## config.mk

```make
export PLATFORM = sky130hd
export DESIGN_NAME = proc_sequencer
export DESIGN_NICKNAME = d
export VERILOG_FILES = /design/src/rtl/proc_seq_pkg.sv /design/src/rtl/phase_mirror.sv /design/src/rtl/proc_sequencer.sv
export SDC_FILE = /design/constraint.sdc
export NUM_CORES = 1
export LEC_CHECK = 0
export ABC_CLOCK_PERIOD_IN_PS = 2900
export CAP_MARGIN = 20
export CORE_ASPECT_RATIO = 0.8
export CORE_MARGIN = 5
export CORE_UTILIZATION = 58
export DETAILED_ROUTE_END_ITERATION = 10
export PLACE_DENSITY_LB_ADDON = 0.3
export SYNTH_ARGS = -nofsm -noshare
export SYNTH_HDL_FRONTEND = slang
export SYNTH_SLANG_ARGS = --single-unit
```

## constraint.sdc

```tcl
create_clock -name clk -period 2.9 [get_ports clk]
set_input_delay 0.435 -clock clk [delete_from_list [all_inputs] [get_ports clk]]
set_output_delay 0.435 -clock clk [all_outputs]
set_load 0.01 [all_outputs]
```

## src/rtl/proc_seq_pkg.sv

```systemverilog
// proc_seq_pkg: opcodes, sequencer states, instruction field slices and the
// T-step at which the processor raises Done for each opcode.
`default_nettype none

package proc_seq_pkg;

  localparam logic [1:0] OP_LOAD = 2'b00;
  localparam logic [1:0] OP_MOVE = 2'b01;
  localparam logic [1:0] OP_ADD  = 2'b10;
  localparam logic [1:0] OP_SUB  = 2'b11;

  localparam int F_HI    = 13;
  localparam int F_LO    = 12;
  localparam int RX_HI   = 11;
  localparam int RX_LO   = 10;
  localparam int RY_HI   = 9;
  localparam int RY_LO   = 8;
  localparam int DATA_HI = 7;
  localparam int DATA_LO = 0;

  typedef enum logic [2:0] {
    S_IDLE  = 3'd0,
    S_ALIGN = 3'd1,
    S_ISSUE = 3'd2,
    S_EXEC  = 3'd3,
    S_ERROR = 3'd4
  } seq_state_t;

  function automatic logic [1:0] exp_phase(input logic [1:0] op);
    return (op == OP_ADD || op == OP_SUB) ? 2'd3 : 2'd1;
  endfunction

endpackage

`default_nettype wire

```

## src/rtl/phase_mirror.sv

```systemverilog
// phase_mirror: shadow of the processor's T0-T3 step counter.
// Revision: 1.0
`default_nettype none

module phase_mirror
  import proc_seq_pkg::*;
(
  input  logic       clk,
  input  logic       proc_rst,
  input  logic       w,
  input  logic       done,
  output logic [1:0] phase,
  output logic [1:0] phase_next
);

  logic [1:0] r_phase;
  logic [1:0] w_next;

  always_comb begin
    w_next = r_phase + 2'd1;
    if (proc_rst || done || (!w && r_phase == 2'd3)) w_next = 2'd0;
  end

  always_ff @(posedge clk) begin
    r_phase <= w_next;
  end

  assign phase      = r_phase;
  assign phase_next = w_next;

endmodule

`default_nettype wire

```

## src/rtl/proc_sequencer.sv

```systemverilog
// proc_sequencer: issues program words to the 4-register bus processor over w/Done.
// Optional phase checking and ERROR state under macro PROC_SEQ_CHECK_EN. Revision: 1.0
`default_nettype none

module proc_sequencer
  import proc_seq_pkg::*;
#(
  parameter int AW = 4
) (
  input  logic          clk,
  input  logic          reset,
  input  logic          start,
  input  logic          prog_we,
  input  logic [AW-1:0] prog_addr,
  input  logic [13:0]   prog_wdata,
  input  logic [AW-1:0] prog_last,
  output logic          proc_rst,
  output logic          w,
  output logic [1:0]    F,
  output logic [1:0]    Rx,
  output logic [1:0]    Ry,
  output logic [7:0]    data,
  input  logic          done,
  input  logic [7:0]    bus,
  output logic [7:0]    result,
  output logic          result_valid,
  output logic          busy,
  output logic          finished,
  output logic          err,
  output logic [AW-1:0] pc
);

  logic [13:0]   r_mem [2**AW];
  seq_state_t    r_state;
  logic          r_proc_rst, r_w, r_busy, r_finished, r_result_valid;
  logic [1:0]    r_F, r_Rx, r_Ry;
  logic [7:0]    r_data, r_result;
  logic [AW-1:0] r_pc, r_last;

  logic [1:0]    w_phase, w_phase_next;
  logic          w_mirror_clr, w_in_exec, w_retire, w_fault;
  logic [AW-1:0] w_fetch_addr;
  logic [13:0]   w_word;

  // The mirror clears on the reset edge itself, before proc_rst is registered.
  assign w_mirror_clr = r_proc_rst | ~reset;

  phase_mirror u_phase_mirror (
    .clk        (clk),
    .proc_rst   (w_mirror_clr),
    .w          (r_w),
    .done       (done),
    .phase      (w_phase),
    .phase_next (w_phase_next)
  );

  assign w_in_exec    = (r_state == S_EXEC);
  assign w_fetch_addr = w_in_exec ? (r_pc + AW'(1)) : r_pc;
  assign w_word       = r_mem[w_fetch_addr];

`ifdef PROC_SEQ_CHECK_EN
  logic w_at_exp;
  logic r_err;
  assign w_at_exp = (w_phase == exp_phase(r_F));
  assign w_retire = w_in_exec & done & w_at_exp;
  assign w_fault  = w_in_exec & (done ^ w_at_exp);
  always_ff @(posedge clk) begin
    if (!reset)       r_err <= 1'b0;
    else if (w_fault) r_err <= 1'b1;
  end
  assign err = r_err;
`else
  logic w_phase_unused;
  assign w_phase_unused = ^w_phase;
  assign w_retire = w_in_exec & done;
  assign w_fault  = 1'b0;
  assign err      = 1'b0;
`endif

  always_ff @(posedge clk) begin
    if (prog_we && !r_busy) r_mem[prog_addr] <= prog_wdata;
  end

  always_ff @(posedge clk) begin
    if (!reset) begin
      r_state        <= S_IDLE;
      r_proc_rst     <= 1'b1;
      r_w            <= 1'b0;
      r_F            <= 2'd0;
      r_Rx           <= 2'd0;
      r_Ry           <= 2'd0;
      r_data         <= 8'd0;
      r_result       <= 8'd0;
      r_result_valid <= 1'b0;
      r_busy         <= 1'b0;
      r_finished     <= 1'b0;
      r_pc           <= '0;
      r_last         <= '0;
    end else begin
      r_proc_rst     <= 1'b0;
      r_result_valid <= 1'b0;
      r_finished     <= 1'b0;
      case (r_state)
        S_IDLE: begin
          if (start) begin
            r_last  <= prog_last;
            r_pc    <= '0;
            r_busy  <= 1'b1;
            r_state <= S_ALIGN;
          end
        end
        S_ALIGN: begin
          if (w_phase_next == 2'd0) begin
            r_F     <= w_word[F_HI:F_LO];
            r_Rx    <= w_word[RX_HI:RX_LO];
            r_Ry    <= w_word[RY_HI:RY_LO];
            r_data  <= w_word[DATA_HI:DATA_LO];
            r_w     <= 1'b1;
            r_state <= S_ISSUE;
          end
        end
        S_ISSUE: begin
          r_w     <= 1'b0;
          r_state <= S_EXEC;
        end
        S_EXEC: begin
          if (w_retire) begin
            r_result       <= bus;
            r_result_valid <= 1'b1;
            if (r_pc == r_last) begin
              r_busy     <= 1'b0;
              r_finished <= 1'b1;
              r_state    <= S_IDLE;
            end else begin
              // Done returns the processor to T0 next cycle, so issue back-to-back.
              r_pc    <= w_fetch_addr;
              r_F     <= w_word[F_HI:F_LO];
              r_Rx    <= w_word[RX_HI:RX_LO];
              r_Ry    <= w_word[RY_HI:RY_LO];
              r_data  <= w_word[DATA_HI:DATA_LO];
              r_w     <= 1'b1;
              r_state <= S_ISSUE;
            end
          end else if (w_fault) begin
            r_w     <= 1'b0;
            r_busy  <= 1'b0;
            r_state <= S_ERROR;
          end
        end
        S_ERROR: begin
          r_w    <= 1'b0;
          r_busy <= 1'b0;
        end
        default: r_state <= S_IDLE;
      endcase
    end
  end

  assign proc_rst     = r_proc_rst;
  assign w            = r_w;
  assign F            = r_F;
  assign Rx           = r_Rx;
  assign Ry           = r_Ry;
  assign data         = r_data;
  assign result       = r_result;
  assign result_valid = r_result_valid;
  assign busy         = r_busy;
  assign finished     = r_finished;
  assign pc           = r_pc;

endmodule

`default_nettype wire

```

Yosys cells after proc, flatten, opt, wreduce, memory -nomap -nowiden --
Memory sizes are Yosys's and may differ from the RTL's. Index checks and enable logic that the tools add are counted. W data, S select, Z words.
Word-level totals: register bits after elaboration 40, memories 1, word-level logic and storage cells 94, bits in writable memories 224
Cells by class: mux-type cells 40, bitwise logic cells 4, reductions and logical operators 22, $add $sub $neg 2, equal/unequal tests 11
Memory list:
- r_mem | depth 16, bits a word 14, rd ports 1, clocked after Yosys merged registers in 0, wr ports 1, line proc_sequencer.sv:33 | logic [13:0] r_mem [2**AW];
Operator list (count):
- $mux W8 | 3
- $mux W2 | 11
- $reduce_and A4 Y1 | 5
- $mux W4 | 4
- $pmux W8 S2 | 1
- $pmux W3 S5 | 1
- $pmux W2 S2 | 3
- $mux W1 | 11
- $mux W3 | 3
- $pmux W4 S2 | 1
- $eq A3 B2 Y1 const B | 2
- $ne A2 B2 Y1 const B | 3
- $pmux W1 S3 | 2
- $reduce_and A2 Y1 | 3
- $reduce_bool A3 Y1 | 2
- $add A4 B1 Y4 const B | 1
- $eq A4 B4 Y1 | 1
- $ne A2 B1 Y1 const B | 2
- $reduce_bool A2 Y1 | 2
- $eq A3 B1 Y1 const B | 1
- $eq A3 B3 Y1 const B | 1
- $logic_not A3 Y1 | 1
- $reduce_and A3 Y1 | 1
- $add A2 B1 Y2 const B | 1
- 9 further kinds | 13

Depth between registers and ports, before layout --
Gate-level depths: netlist of the first run.
word-level depth 8, gate-level depth with buffers 9, depth with buffers taken out 6

Modules after synthesis --
Synthesis of the first run repeated with hierarchy kept, for this count alone.
Second synthesis, totals: cells, all modules 600, area total of the unflattened synthesis 10533.9 um2
Modules (own cells, without submodules):
- proc_sequencer | area an instance 10448.8 um2, cells an instance 593, times used 1
- phase_mirror | area an instance 85.1 um2, cells an instance 7, times used 1

Worst setup path after synthesis of the first run --
No wires, ideal clock.
kind register to register, start point reg r_state[1], end point reg r_F[0] (netlist: F[0]), data arrival time 2.308 ns, slack 0.463 ns, library setup time 0.130 ns, path buffers 3, stages on the path, launching flop included 10, cells stage by stage dfxtp_1 buf_4 nand2_2 inv_1 ha_1 buf_2 buf_2 mux4_1 a222oi_1 a21oi_1
On the way: longest elaborated chain between the ends 6, elaborated cells on any way between the ends 14, those cells by class 5 x eq/ne; 5 x mux; 1 x bitwise; 2 x reduce/logical; 1 x memory
Ends and longest elaborated chain:
- start, declared | line proc_sequencer.sv:34 | seq_state_t r_state;
- start signal, assigned | line proc_sequencer.sv:86 | r_state <= S_IDLE;
- start signal, assigned | line proc_sequencer.sv:109 | r_state <= S_ALIGN;
- start signal, assigned | line proc_sequencer.sv:119 | r_state <= S_ISSUE;
- $eq A3 B2 Y1 | line proc_sequencer.sv:57, proc_sequencer.sv:103
- $mux W4 | line proc_sequencer.sv:58 | assign w_fetch_addr = w_in_exec ? (r_pc + AW'(1)) : r_pc;
- $mem_v2 Z16 W14
- $mux W2 | line proc_sequencer.sv:130 | if (r_pc == r_last) begin
- $mux W2 | line proc_sequencer.sv:127 | if (w_retire) begin
- $pmux W2 S2 | line proc_sequencer.sv:103 | case (r_state)
- end signal, assigned | line proc_sequencer.sv:114 | r_F <= w_word[F_HI:F_LO];
- end signal, assigned | line proc_sequencer.sv:137 | r_F <= w_word[F_HI:F_LO];
- end, declared | line proc_sequencer.sv:36 | logic [1:0] r_F, r_Rx, r_Ry;
Several ways; a longest one is shown, not always the timed one. The select of a mux whose other input is x is not followed. A chain may end at the register's enable or synchronous reset.

Worst setup path after layout of the first run --
start point reg r_state[1], end point reg r_data[6] (netlist: data[6])
On the way: longest elaborated chain between the ends 6, elaborated cells on any way between the ends 14, those cells by class 5 x eq/ne; 5 x mux; 1 x bitwise; 2 x reduce/logical; 1 x memory
Ends and longest elaborated chain:
- $eq A3 B2 Y1 | line proc_sequencer.sv:57, proc_sequencer.sv:103
- $mux W4 | line proc_sequencer.sv:58
- $mem_v2 Z16 W14
- $mux W8 | line proc_sequencer.sv:130
- $mux W8 | line proc_sequencer.sv:127
- $pmux W8 S2 | line proc_sequencer.sv:103
- end signal, assigned | line proc_sequencer.sv:117 | r_data <= w_word[DATA_HI:DATA_LO];
- end signal, assigned | line proc_sequencer.sv:140 | r_data <= w_word[DATA_HI:DATA_LO];
- end, declared | line proc_sequencer.sv:37 | logic [7:0] r_data, r_result;
Several ways; a longest one is shown, not always the timed one. The select of a mux whose other input is x is not followed.

==> impl_metrics.env, run 1 <==
export IMPL_die_x_um=157
export IMPL_start_util_pct=58.5
export IMPL_drive_gt1_share_pct=21.5
export IMPL_clkSinkCount=263
export IMPL_p_leak_uw=0.00393
export IMPL_grt_pass1_wl_um=35100
export IMPL_setup_viol=0
export IMPL_clkSlewWorstSetupHoldPaths_ns=0.06
export IMPL_grt_setup_unrepaired="false"
export IMPL_grt_overflow=0
export IMPL_portBuffers=65
export IMPL_finalCritPeriodShare_pct=87.2
export IMPL_synth_flop_cell="edfxtp_1"
export IMPL_path_depth=7
export IMPL_hold_viol=0
export IMPL_hold_ws_ns=0.437
export IMPL_grt_util_met2_pct=38.3
export IMPL_whs_path_depth=1
export IMPL_fp_row_count=43
export IMPL_seq_area_frac_synth_pct=74.6
export IMPL_worstSetupPathType="flop to flop"
export IMPL_timing_rr_end="data[6]"
export IMPL_layout_cells_non_filler=875
export IMPL_dpl_hpwl_um=13700
export IMPL_outcome="completed"
export IMPL_cp_slowest_cell="mux4_2"
export IMPL_peakVddDrop_v=0.000442
export IMPL_grt_max_degree=57
export IMPL_startpoint="r_state[1]"
export IMPL_antennaDiodeCount=0
export IMPL_finalPower_uw=7960
export IMPL_skew_ns=0.00951
export IMPL_cts_setup_buffers=0
export IMPL_clockBufferDepth=3
export IMPL_finish_utilization_pct=69.8
export IMPL_worst_setup_path_start_kind="flop"
export IMPL_crit_required_ns=3.29
export IMPL_die_area_sq_um=20100
export IMPL_synth_area_sq_um=10100
export IMPL_synth_cell_types=44
export IMPL_hold_path_class="flop to flop"
export IMPL_tns_ns=0
export IMPL_cts_root_buf="clkbuf_16"
export IMPL_worst_slew_pin_slew_ns=0.715
export IMPL_r2r_start="r_state[1]"
export IMPL_cts_tree="built"
export IMPL_critPathTopFamily="multiplexers"
export IMPL_syn_to_final_growth_pct=19.4
export IMPL_chipHeight_um=128
export IMPL_drc=0
export IMPL_finalMaxSlewViolations=0
export IMPL_slowest_delay_ns=0.54
export IMPL_place_inst=829
export IMPL_clk_latency_ns=0.53
export IMPL_cts_hold_buf=0
export IMPL_drt_iter0_markers=451
export IMPL_post_cts_resize_count=0
export IMPL_postSynthCellCount=535
export IMPL_syn_area_per_cell_sq_um=18.8
export IMPL_drv_cap=0
export IMPL_worstPathMaxFanout=18
export IMPL_antenna_found_initial=0
export IMPL_gr_usage_met1_pct=34.2
export IMPL_arrival_ns=2.92
export IMPL_firstDrtPassIters=5
export IMPL_grtUsageTotal_pct=23.6
export IMPL_min_to="u_phase_mirror.phase[0]"
export IMPL_yosys_warnings=0
export IMPL_critPathCaptureType="flop"
export IMPL_htree_levels=1
export IMPL_ios=67
export IMPL_gr_usage_met3_pct=4.45
export IMPL_max_slew_margin_rel_pct=52.3
export IMPL_via_per_inst=6.37
export IMPL_ff2ff_setup_slack_ns=0.37
export IMPL_drt_wl_total_um=23300
export IMPL_powerDensity_nw_per_um2=662
export IMPL_synth_edf_count=224
export IMPL_finalCriticalPeriod_ns=2.53
export IMPL_hold_start="u_phase_mirror.phase[0]"
export IMPL_busiest_layer="met2"
export IMPL_gp_congestion=0.795
export IMPL_routedWlPerCell_um=26.7
export IMPL_yosys_register_bits=263
export IMPL_fmax_mhz=395
export IMPL_synthArstFlopShare_pct=0
export IMPL_core_sq_um=17200
export IMPL_synth_fp_nets=573
export IMPL_ant_nets=0
export IMPL_crit_path_cell_trace="nand2_2 -> inv_1 -> ha_4 -> buf_12 -> mux4_2 -> a22oi_1 -> a31oi_1"
export IMPL_first_global_vias=5774
export IMPL_cp_num_buf_inv=2
export IMPL_r2r_cells=7
export IMPL_numCtsBuffers=25
export IMPL_vias=5578
export IMPL_layout_nets=669
-- area by class of cell --
type | instances | area (sq um)
inverters | 7 | 26.3
clock inverters | 8 | 88.8
well taps | 225 | 282
clock buffers | 38 | 744
repair buffers | 97 | 966
fillers | 1078 | 5200
multi-input cells | 237 | 2400
flip-flops and latches | 263 | 7510
-- synthesized netlist by cell type, types with 4 or more instances --
cell type | number | share of area [%]
mux4_2 | 55 | 12
nor2_1 | 27 | 1.0
mux2i_1 | 6 | 0.60
inv_1 | 7 | 0.26
o21ai_1 | 5 | 0.25
clkbuf_1 | 5 | 0.19
dfxtp_1 | 39 | 7.8
a31oi_1 | 16 | 0.99
xor2_1 | 4 | 0.35
a21oi_1 | 16 | 0.80
edfxtp_1 | 224 | 67
nor3_1 | 6 | 0.30
nand2b_1 | 4 | 0.25
nand2_1 | 20 | 0.75
a22oi_1 | 26 | 1.9
o21ai_0 | 17 | 0.85
buf_4 | 4 | 0.30
buf_2 | 15 | 0.75
-- metrics by stage --
| stage | setup slack [ns] | area, sq um |
|---|---|---|
| after floorplan | 0.463 | 10100 |
| after global placement | 0.464 | 11200 |
| after detailed placement | 0.382 | 11200 |
| after CTS | 0.358 | 12000 |
| after global routing | 0.187 | 12000 |
| final | 0.371 | 12000 |
-- logic make-up after synthesis --
group / Yosys count / share of synthesized area (%)
xor gates and xnor gates: 4 / 0.348
muxes: 62 / 13.2
buffers and inverters: 35 / 1.86
and+or+nand+nor: 75 / 3.58
AOI/OAI and AO/OA: 92 / 6.04
other: 1 / 0.0373
DFF: 263 / 74.6
adders and majority gates: 3 / 0.373
-- worst register-to-register path, stage by stage (launching register included) --
cell	delay [ns]
dfxtp_1	0.53
nand2_2	0.19
inv_1	0.14
ha_4	0.40
buf_12	0.24
mux4_2	0.55
a22oi_1	0.24
a31oi_1	0.11
-- how the worst max path moves through the flow --
| stage | endpoint | slack [ns] |
|---|---|---|
| finish | data[6] | 0.37 |
| global route | data[5] | 0.19 |
| CTS | Rx[1] | 0.36 |
| detailed placement | Rx[1] | 0.38 |
| global placement | F[0] | 0.46 |
| floorplan | F[0] | 0.46 |
-- layer usage --
metal / vias to the layer above / wire [um]
met5: - / 0
met4: 0 / 434
met3: 32 / 2120
met2: 304 / 11500
met1: 2873 / 9250
li1: 2369 / -
-- flip-flops by register name, summed over array words and instances (netlist names) --
| signal | cells |
|---|---|
| r_mem | 224 |
| data | 8 |
| result | 8 |
| pc | 4 |
| r_last | 4 |
| F | 2 |
| Rx | 2 |
| Ry | 2 |
| r_state | 2 |
| u_phase_mirror.phase | 2 |
| busy | 1 |
| finished | 1 |
| proc_rst | 1 |
| result_valid | 1 |
| w | 1 |
-- power breakdown --
group          internal [uW]  total, uW  switching, uW  leakage, uW
Clock                   1870       3230           1360     0.000407
Sequential              4180       4230           49.8      0.00234
Combinational            237        496            259      0.00119
-- cell usage in the layout (no fill, tap or decap), drive strengths merged, types with 2 or more instances in the layout --
cell type / Yosys / layout
edfxtp: 224 / 224
buf: 23 / 32
or3: 2 / 2
mux2i: 6 / 6
a21oi: 18 / 18
nor2b: 2 / 2
clkinv: 0 / 5
nand2b: 4 / 4
and3: 3 / 3
clkbuf: 5 / 38
clkdlybuf4s50: 0 / 65
xor2: 4 / 4
nand2: 21 / 21
o22ai: 3 / 3
mux4: 56 / 56
o41ai: 2 / 2
nor3b: 2 / 2
inv: 7 / 8
o21ai: 22 / 22
dfxtp: 39 / 39
nor3: 6 / 6
a31oi: 16 / 16
a21o: 2 / 2
nand3: 3 / 3
a22oi: 26 / 26
nor2: 27 / 27
ha: 3 / 3
Power figures use the tool's default switching activity.
==> inputs of run 2 (changes only) <==
Settings changed: CORE_ASPECT_RATIO 0.8 to 0.7, CTS_CLUSTER_DIAMETER set to 120, SKIP_LAST_GASP set to 1.
==> run 2 against run 1 <==
Net effect:
- sequential cell count unchanged
- cell area is essentially flat
- die area is 0.13% higher
- wire length decreased by 2.4%
- critical path type unchanged
- largest power group unchanged
==> impl_metrics.env, run 2 (synthesis gave the netlist of run 1 again) <==
export IMPL_drv_cap=0
export IMPL_outcome="completed"
export IMPL_layout_nets=669
export IMPL_hold_start="result[1]"
export IMPL_cts_setup_buffers=0
export IMPL_worstPathMaxFanout=16
export IMPL_syn_to_final_growth_pct=19.4
export IMPL_worst_slew_pin_slew_ns=0.721
export IMPL_vias=5510
export IMPL_p_leak_uw=0.00393
export IMPL_ff2ff_setup_slack_ns=0.43
export IMPL_r2r_cells=7
export IMPL_chipHeight_um=120
export IMPL_clk_latency_ns=0.51
export IMPL_core_sq_um=17100
export IMPL_start_util_pct=58.8
export IMPL_fp_row_count=40
export IMPL_skew_ns=0.00903
export IMPL_grt_pass1_wl_um=34000
export IMPL_antennaDiodeCount=0
export IMPL_first_global_vias=5438
export IMPL_powerDensity_nw_per_um2=659
export IMPL_setup_viol=0
export IMPL_hold_path_class="flop to flop"
export IMPL_grt_setup_unrepaired="false"
export IMPL_ant_nets=0
export IMPL_clkSlewWorstSetupHoldPaths_ns=0.07
export IMPL_cts_tree="built"
export IMPL_worstSetupPathType="flop to flop"
export IMPL_routedWlPerCell_um=25.9
export IMPL_finalCriticalPeriod_ns=2.47
export IMPL_finalCritPeriodShare_pct=85.0
export IMPL_clockBufferDepth=3
export IMPL_tns_ns=0
export IMPL_largest_reg_flops=224
export IMPL_fmax_mhz=405
export IMPL_firstDrtPassIters=5
export IMPL_clkSinkCount=263
export IMPL_antenna_found_initial=1
export IMPL_hold_viol=0
export IMPL_cts_root_buf="clkbuf_16"
export IMPL_timing_rr_end="F[0]"
export IMPL_max_slew_margin_rel_pct=51.7
export IMPL_layout_cells_non_filler=880
export IMPL_worst_setup_path_start_kind="flop"
export IMPL_grtUsageTotal_pct=22.8
export IMPL_ios=67
export IMPL_peakVddDrop_v=0.000507
export IMPL_grt_overflow=0
export IMPL_finalMaxSlewViolations=0
export IMPL_post_cts_resize_count=0
export IMPL_drt_iter0_markers=697
export IMPL_grt_max_degree=57
export IMPL_dpl_hpwl_um=13500
export IMPL_via_per_inst=6.26
export IMPL_die_area_sq_um=20100
export IMPL_critPathCaptureType="flop"
export IMPL_drive_gt1_share_pct=22.2
export IMPL_final_fill_count=1063
export IMPL_drc=0
export IMPL_cts_hold_buf=0
export IMPL_numCtsBuffers=24
export IMPL_htree_levels=1
export IMPL_layout_common_cells="edfxtp_1, clkdlybuf4s50_1, mux4_2, dfxtp_1"
export IMPL_place_inst=836
export IMPL_final_common_cell="edfxtp_1"
export IMPL_arrival_ns=2.86
export IMPL_die_x_um=167
export IMPL_portBuffers=65
export IMPL_whs_path_depth=2
export IMPL_crit_required_ns=3.29
export IMPL_min_to="result[1]"
export IMPL_largest_register="r_mem"
export IMPL_drt_wl_total_um=22800
export IMPL_r2r_start="r_state[0]"
export IMPL_gp_congestion=0.857
run 2: cell types whose count changed in the layout (fill, tap and decap cells not counted):
cell        delta
buf_4          +1
clkinv_8       -1
clkinv_4       +1
clkbuf_1       -5
clkinvlp_2     -1
inv_6          +1
clkbuf_8       -3
bufinv_16      +1
clkinvlp_4     +2
clkinv_2       +4
inv_16         -1
run 2: worst max-delay path: stages, from the launching register on:
cell	delay [ns]
dfxtp_1	0.54
nand2_2	0.19
inv_1	0.13
ha_4	0.25
buf_12	0.23
mux4_2	0.55
a222oi_1	0.35
a21oi_1	0.10
run 2: worst max-delay path by stage:
| stage | from | endpoint | cells after the start |
|---|---|---|---|
| after global placement | r_state[0] | data[4] | 8 |
| after global routing | r_state[0] | data[3] | 7 |
| after CTS | r_state[0] | F[0] | 7 |
| after detailed placement | r_state[0] | data[3] | 7 |
| after floorplan | r_state[1] | F[0] | 9 |
| final | r_state[0] | F[0] | 7 |
run 2: area by class of cell:
| type | count | area, sq um | area share [%] |
|---|---|---|---|
| clock buffer | 30 | 684 | 5.70 |
| inverter | 7 | 26.3 | 0.219 |
| clock inverter | 14 | 130 | 1.08 |
| tap | 231 | 289 | 2.41 |
| multi-input combinational | 237 | 2400 | 20.0 |
| sequential | 263 | 7510 | 62.5 |
| timing repair buffer | 98 | 973 | 8.10 |
run 2: power breakdown:
group / switching, uW / internal [uW]
clock network: 1330 / 1860
logic: 254 / 239
registers: 48.6 / 4180
run 2: layer usage:
layer / GRT usage, % / share of wire (%) / wire, um
met5: 0 / 0.061 / 14
met4: 4.71 / 1.7 / 386
met3: 6.96 / 9.7 / 2210
met2: 37.2 / 49 / 11300
met1: 31.1 / 39 / 8920
run 2: stage by stage:
step                      utilization [%]  setup slack [ns]  hold slack, ns  cell area (sq um)  power, uW
after floorplan                         -             0.463           0.411              10100       4540
final                                70.2             0.434           0.464              12000       7910
after global placement               65.4             0.533           0.420              11200       4780
after global routing                 70.2             0.251           0.474              12000       8170
after CTS                            70.2             0.439           0.459              12000       7960
after detailed placement             65.4             0.464           0.448              11200       4790
